### config.mk
export PLATFORM = sky130hd
export DESIGN_NAME = pc_unit
export DESIGN_NICKNAME = d
export VERILOG_FILES = /design/src/rtl/pc_unit.sv
export SDC_FILE = /design/constraint.sdc
export NUM_CORES = 1
export LEC_CHECK = 0
export ABC_CLOCK_PERIOD_IN_PS = 6200
export CAP_MARGIN = 20
export CORE_MARGIN = 5
export CORE_UTILIZATION = 48
export DETAILED_ROUTE_END_ITERATION = 7
export GPL_ROUTABILITY_DRIVEN = 0
export PLACE_DENSITY = 0.95
export SYNTH_ARGS = -nofsm -noshare
export SYNTH_HDL_FRONTEND = slang
export SYNTH_SLANG_ARGS = --single-unit
### constraint.sdc
create_clock -name clk -period 6.2 [get_ports clk]
set_clock_uncertainty 0.15 [all_clocks]
set_input_delay 0.62 -clock clk [delete_from_list [all_inputs] [get_ports clk]]
set_output_delay 0.62 -clock clk [all_outputs]
set_load 0.05 [all_outputs]
### src/rtl/pc_unit.sv
// Program-counter unit for the Otter fetch stage: reset vector, boot hold,
// prioritised next-PC selection, misaligned-redirect trapping and halt/resume.
module pc_unit #(
    parameter int unsigned     XLEN        = 32,
    parameter logic [XLEN-1:0] RESET_VEC   = '0,
    parameter int unsigned     IALIGN      = 4,
    parameter int unsigned     BOOT_CYCLES = 2
) (
    input  logic            clk,
    input  logic            rst,
    input  logic            adv,
    input  logic            redir,
    input  logic [XLEN-1:0] redir_tgt,
    input  logic            trap,
    input  logic [XLEN-1:0] trap_vec,
    input  logic            halt_req,
    input  logic            resume,
    output logic [XLEN-1:0] pc,
    output logic [XLEN-1:0] pc_plus,
    output logic [XLEN-1:0] pc_prev,
    output logic            pc_valid,
    output logic            halted,
    output logic            misalign,
    output logic [XLEN-1:0] bad_addr
);

    localparam int unsigned     CW        = (BOOT_CYCLES > 1) ? $clog2(BOOT_CYCLES) : 1;
    localparam logic [XLEN-1:0] LOW_MASK  = XLEN'(IALIGN - 1);
    localparam logic [XLEN-1:0] STEP      = XLEN'(IALIGN);
    localparam logic [CW-1:0]   BOOT_LAST = CW'(BOOT_CYCLES - 1);

    typedef enum logic [1:0] {
        ST_BOOT = 2'd0,
        ST_RUN  = 2'd1,
        ST_HALT = 2'd2
    } state_t;

    state_t          state;
    logic [CW-1:0]   boot_cnt;
    logic            redir_aligned;
    logic [XLEN-1:0] trap_pc;

    assign pc_plus       = pc + STEP;
    assign redir_aligned = (redir_tgt & LOW_MASK) == '0;
    assign trap_pc       = trap_vec & ~LOW_MASK;

    // Status flags are registered alongside the state so they change on the same edge.
    always_ff @(posedge clk or posedge rst) begin
        if (rst) begin
            state    <= ST_BOOT;
            boot_cnt <= BOOT_LAST;
            pc       <= RESET_VEC;
            pc_prev  <= RESET_VEC;
            bad_addr <= '0;
            pc_valid <= 1'b0;
            halted   <= 1'b0;
            misalign <= 1'b0;
        end else begin
            misalign <= 1'b0;
            case (state)
                ST_BOOT: begin
                    if (boot_cnt == '0) begin
                        state    <= ST_RUN;
                        pc_valid <= 1'b1;
                    end else begin
                        boot_cnt <= boot_cnt - CW'(1);
                    end
                end
                ST_RUN: begin
                    if (trap) begin
                        pc      <= trap_pc;
                        pc_prev <= pc;
                    end else if (redir) begin
                        // A bad target blocks the whole update, including a same-cycle advance.
                        if (redir_aligned) begin
                            pc      <= redir_tgt;
                            pc_prev <= pc;
                        end else begin
                            misalign <= 1'b1;
                            bad_addr <= redir_tgt;
                        end
                    end else if (adv) begin
                        pc      <= pc_plus;
                        pc_prev <= pc;
                    end
                    if (halt_req) begin
                        state    <= ST_HALT;
                        pc_valid <= 1'b0;
                        halted   <= 1'b1;
                    end
                end
                ST_HALT: begin
                    if (trap || resume) begin
                        if (trap) begin
                            pc      <= trap_pc;
                            pc_prev <= pc;
                        end
                        state    <= ST_RUN;
                        pc_valid <= 1'b1;
                        halted   <= 1'b0;
                    end
                end
                default: begin
                    state    <= ST_BOOT;
                    boot_cnt <= BOOT_LAST;
                    pc_valid <= 1'b0;
                    halted   <= 1'b0;
                end
            endcase
        end
    end

endmodule
* Word-level counts from Yosys, hierarchy flattened
Cells that the tools add are included.
** Storage, ports and cells
- Flip-flop bits (word level) :: 102
- Input bits :: 71
- Logic and storage cells :: 61
** Operators by class
- Equal/unequal tests :: 8
- Bitwise logic cells :: 3
- Add/subtract/negate cells :: 2
- Multiplexer cells :: 31
- Reductions and logical operators :: 9
** Operator list (number)
- 2-to-1 mux 32 bit :: 12
- case mux 32 bit (2 select lines) :: 2
- adder 32 x 3 -> 32 bit, second input constant :: 1
- zero test 32 bit :: 1
- 2-to-1 mux 1 bit :: 10
- != test 2 bit, second input constant :: 4
- != test 4 bit, second input constant :: 2
- 2-to-1 mux 2 bit :: 3
- case mux 1 bit (3 select lines) :: 2
- case mux 2 bit (3 select lines) :: 1
- AND reduction 3 bit :: 2
- AND reduction 5 bit :: 1
- AND reduction 4 bit :: 1
- NOT 1 bit :: 3
- == test 2 x 1 -> 1 bit, second input constant :: 1
- == test 2 bit, second input constant :: 1
- zero test 2 bit :: 1
- case mux 1 bit (2 select lines) :: 1
- nonzero test 2 bit :: 1
- OR reduction 2 bit :: 1
- logical OR 1 bit :: 1
- subtractor 1 bit, second input constant :: 1

* Longest topological paths before layout
- Depth in word-level cells :: 5
- Depth in mapped cells :: 9

* Worst setup path after synthesis
No wires, ideal clock.
- Path type :: register -> output
- From :: register pc[2]
- To :: output pc_plus[28]
- Setup slack :: 2.852 ns
- Data required time :: 5.430 ns
- Data arrival time :: 2.578 ns
- Cell stages (with the launch flop) :: 7
- Path through :: dfrtp_1 > ha_1 > nand3_2 > nor3_1 > buf_2 > and4_1 > xor2_1
** On the way
- Word-level cells in the longest chain between the ends :: 1
** RTL lines
- start: declaration :: RTL line 18 : output logic [XLEN-1:0] pc,
- start signal: assignment :: RTL line 71 : pc <= trap_pc;
- start signal: assignment :: RTL line 76 : pc <= redir_tgt;
- start signal: assignment :: RTL line 83 : pc <= pc_plus;
- adder 32 x 3 -> 32 bit :: RTL line 43 : assign pc_plus = pc + STEP;
- end: declaration :: RTL line 19 : output logic [XLEN-1:0] pc_plus,
Every way passes these cells.

* Final worst setup path
Ends and elaborated chain as after synthesis.

==> flow_summary.toml <==
[floorplan]
dieArea_mm2 = 0.01313
initial_utilization_pct = 48.66
num_rows = 38
ios = 202
die_x_um = 114.6
core_area_mm2 = 0.01079
die_y_um = 114.6

[detailed_routing]
via_per_inst = 5.878
detail-route-antenna-nets = 0
wl_per_cell_um = 20.49
num_vias = 5126
wl_mm = 17.86
drc = 0
drtPass1Iterations = 6
drt_iter0_markers = 462

[synthesis]
synth_fp_nets = 626
ys_ff_latch = 102
avgSynthCellArea_um2 = 9.565
syn_inst = 549
synth_top_area_share_pct = 48.13
synth_cell_types = 59
synthFlopType = "dfrtp_1"
synth-async-reset-ratio_pct = 100.0
synth_area_leaders = "dfrtp_1, nand2_1, mux2_1"
synth-edff-count = 0
synth_area_leader_cell = "dfrtp_1"
syn_area_mm2 = 0.005251
ys.warnings.count = 0
synth-seq-area-share_pct = 48.63

[clocking]
cts_sinks = 102
cts-root-buf = "clkbuf_8"
htree_levels = 3
cts_hold_buf = 0
clock_latency_ps = 360
cts_resized = 0
clockBufferDepth = 2
numCtsBuffers = 9
cts_tree = "done"
cts_setup_buffers = 0
path_clk_slew_ps = 90

[worst_setup_path]
cp-end-kind = "primary output"
path_cells = "ha_1 > nand3_2 > nor3_1 > buf_4 > and4_1 > xor2_1 > clkdlybuf4s50_1"
crit_type = "flip-flop to primary output"
cpLargestDelayFamily = "buffers and inverters"
critPathMaxStageDelay_ps = 830
worstPathArrival_ps = 3150
worstPathRequired_ps = 5430
critPathLaunchType = "flip-flop"
crit_path_max_fanout = 10
cp_slowest_cell = "clkdlybuf4s50_1"
path_buf_inv = 2

[sta]
maxSlewViolCount = 0
max_freq_ghz = 0.2553
hold_slack_ps = 326.8
worstMarginPinSlew_ps = 1019
hold_violations = 0
slew_headroom_pct = 32.05
rsz0062_at_grt = "no"
totalNegativeSetupSlack_ps = 0
period_minus_slack_ps = 3917
timing.final.crit_share_pct = 63.18
setup_viol = 0

[flow_run]
maxCapViolations = 0

[global_routing]
grt_pass1_vias = 5236
grt_max_degree = 66
antenna_found_initial = 0
grt_pass1_wl_mm = 28.13
grtUsageTotal_pct = 27.17
grt_overflow = 0

[run_status]
status = "finished clean"

[finish]
fin_nets = 806
multi_input_area_mm2 = 0.002501
final_cell_mix = "clkdlybuf4s50_1, nand2_1, dfrtp_1"
seqCellArea_mm2 = 0.002554
fillerInstances = 802
final_common_cell = "clkdlybuf4s50_1"
syn_to_final_growth_pct = 42.39
diodes = 0
layout-drive-gt1-share_pct = 5.738

[place]
place.detailed.hpwl_mm = 13.50
port_buffers = 199

[min_path]
holdCritPathClass = "flip-flop to flip-flop"
==> worst paths after layout <==
kind | start | end | slack [ps] | depth (start not counted)
setup / recovery | pc[2]$_DFFE_PP0P_ | pc_plus[28] | 2280 | 7
hold / removal | pc_prev[31]$_DFFE_PP0P_ | pc_prev[31]$_DFFE_PP0P_ | 330 | 2
setup reg to reg | state[1]$_DFFE_PP0P_ | pc[24]$_DFFE_PP0P_ | 2940 | 7
hold reg to reg | pc_prev[31]$_DFFE_PP0P_ | pc_prev[31]$_DFFE_PP0P_ | 330 | 2
max in group asynchronous | rst | bad_addr[15]$_DFFE_PP0P_ | 4200 | 3
min in group asynchronous | rst | pc_prev[1]$_DFFE_PP0P_ | 490 | 2
==> tightest hold or removal path: cells and delay by family (launching register included) <==
family        cells  cell delay (ps)
flops             1              350
simple gates      2              100
==> Yosys cell counts (3+ instances only) <==
master	count
o211ai_1	5
dfrtp_1	101
nand4_1	9
a32oi_1	9
mux2i_1	9
xnor2_1	11
nor3_1	6
o2bb2ai_1	6
a31oi_1	7
a32o_1	3
buf_4	4
clkbuf_1	13
nor2_1	18
nand3_2	3
buf_2	17
a21oi_1	20
inv_1	8
or3_1	4
nand3_1	15
ha_1	6
nand2b_1	4
and4_1	6
o21ai_0	31
mux2_2	7
o21ai_1	5
o21a_1	3
mux2_1	24
and2_1	3
xor2_1	15
and3_1	9
nand2_1	133
==> area by class of cell <==
class | count | share of cell area (%)
clock buffer | 13 | 2.259
multi-input combinational | 402 | 33.45
inverter | 9 | 0.4853
tap | 140 | 2.343
sequential | 102 | 34.15
timing repair buffer | 205 | 27.24
clock inverter | 1 | 0.06693
==> routing by layer <==
metal / global-route usage [%] / up-vias / wire, um / share of wire [%]
met4: 15.76 / 0 / 1058 / 5.9
li1: - / 2277 / - / -
met3: 4.387 / 76 / 1117 / 6.3
met5: 0 / - / 0 / 0
met2: 43.42 / 292 / 8664 / 49
met1: 34.88 / 2481 / 7023 / 39
==> kinds of logic (layout without fill, tap and decap cells) <==
| group | count (synthesis) | after routing | share of synthesized area [%] |
|---|---|---|---|
| and+or+nand+nor | 223 | 223 | 19.99 |
| AOI/OAI and AO/OA | 107 | 107 | 13.34 |
| DFF | 102 | 102 | 48.63 |
| buffers and inverters | 45 | 228 | 3.908 |
| muxes | 40 | 40 | 8.363 |
| xor gates and xnor gates | 26 | 26 | 4.336 |
| adders and majority gates | 6 | 6 | 1.430 |
==> sequential cells by signal (all words and copies together) (netlist names) <==
signal	flops
bad_addr	32
boot_cnt	1
halted	1
misalign	1
pc	32
pc_prev	32
pc_valid	1
state	2
==> metrics by stage <==
stage | cells | setup slack (ps) | cell area [um2] | util, %
final | 872 | 2283 | 7477 | 69.28
after global routing | 872 | 2103 | 7477 | 69.28
after CTS | 872 | 2271 | 7477 | 69.28
after detailed placement | 858 | 2115 | 7303 | 67.67
after global placement | 858 | 2141 | 7303 | 67.67
after floorplan | 549 | 2756 | 5251 | -
Power is left out: the tool's default activity adds up to more than one toggle a clock period on the data nets, which glitch-free logic cannot reach.
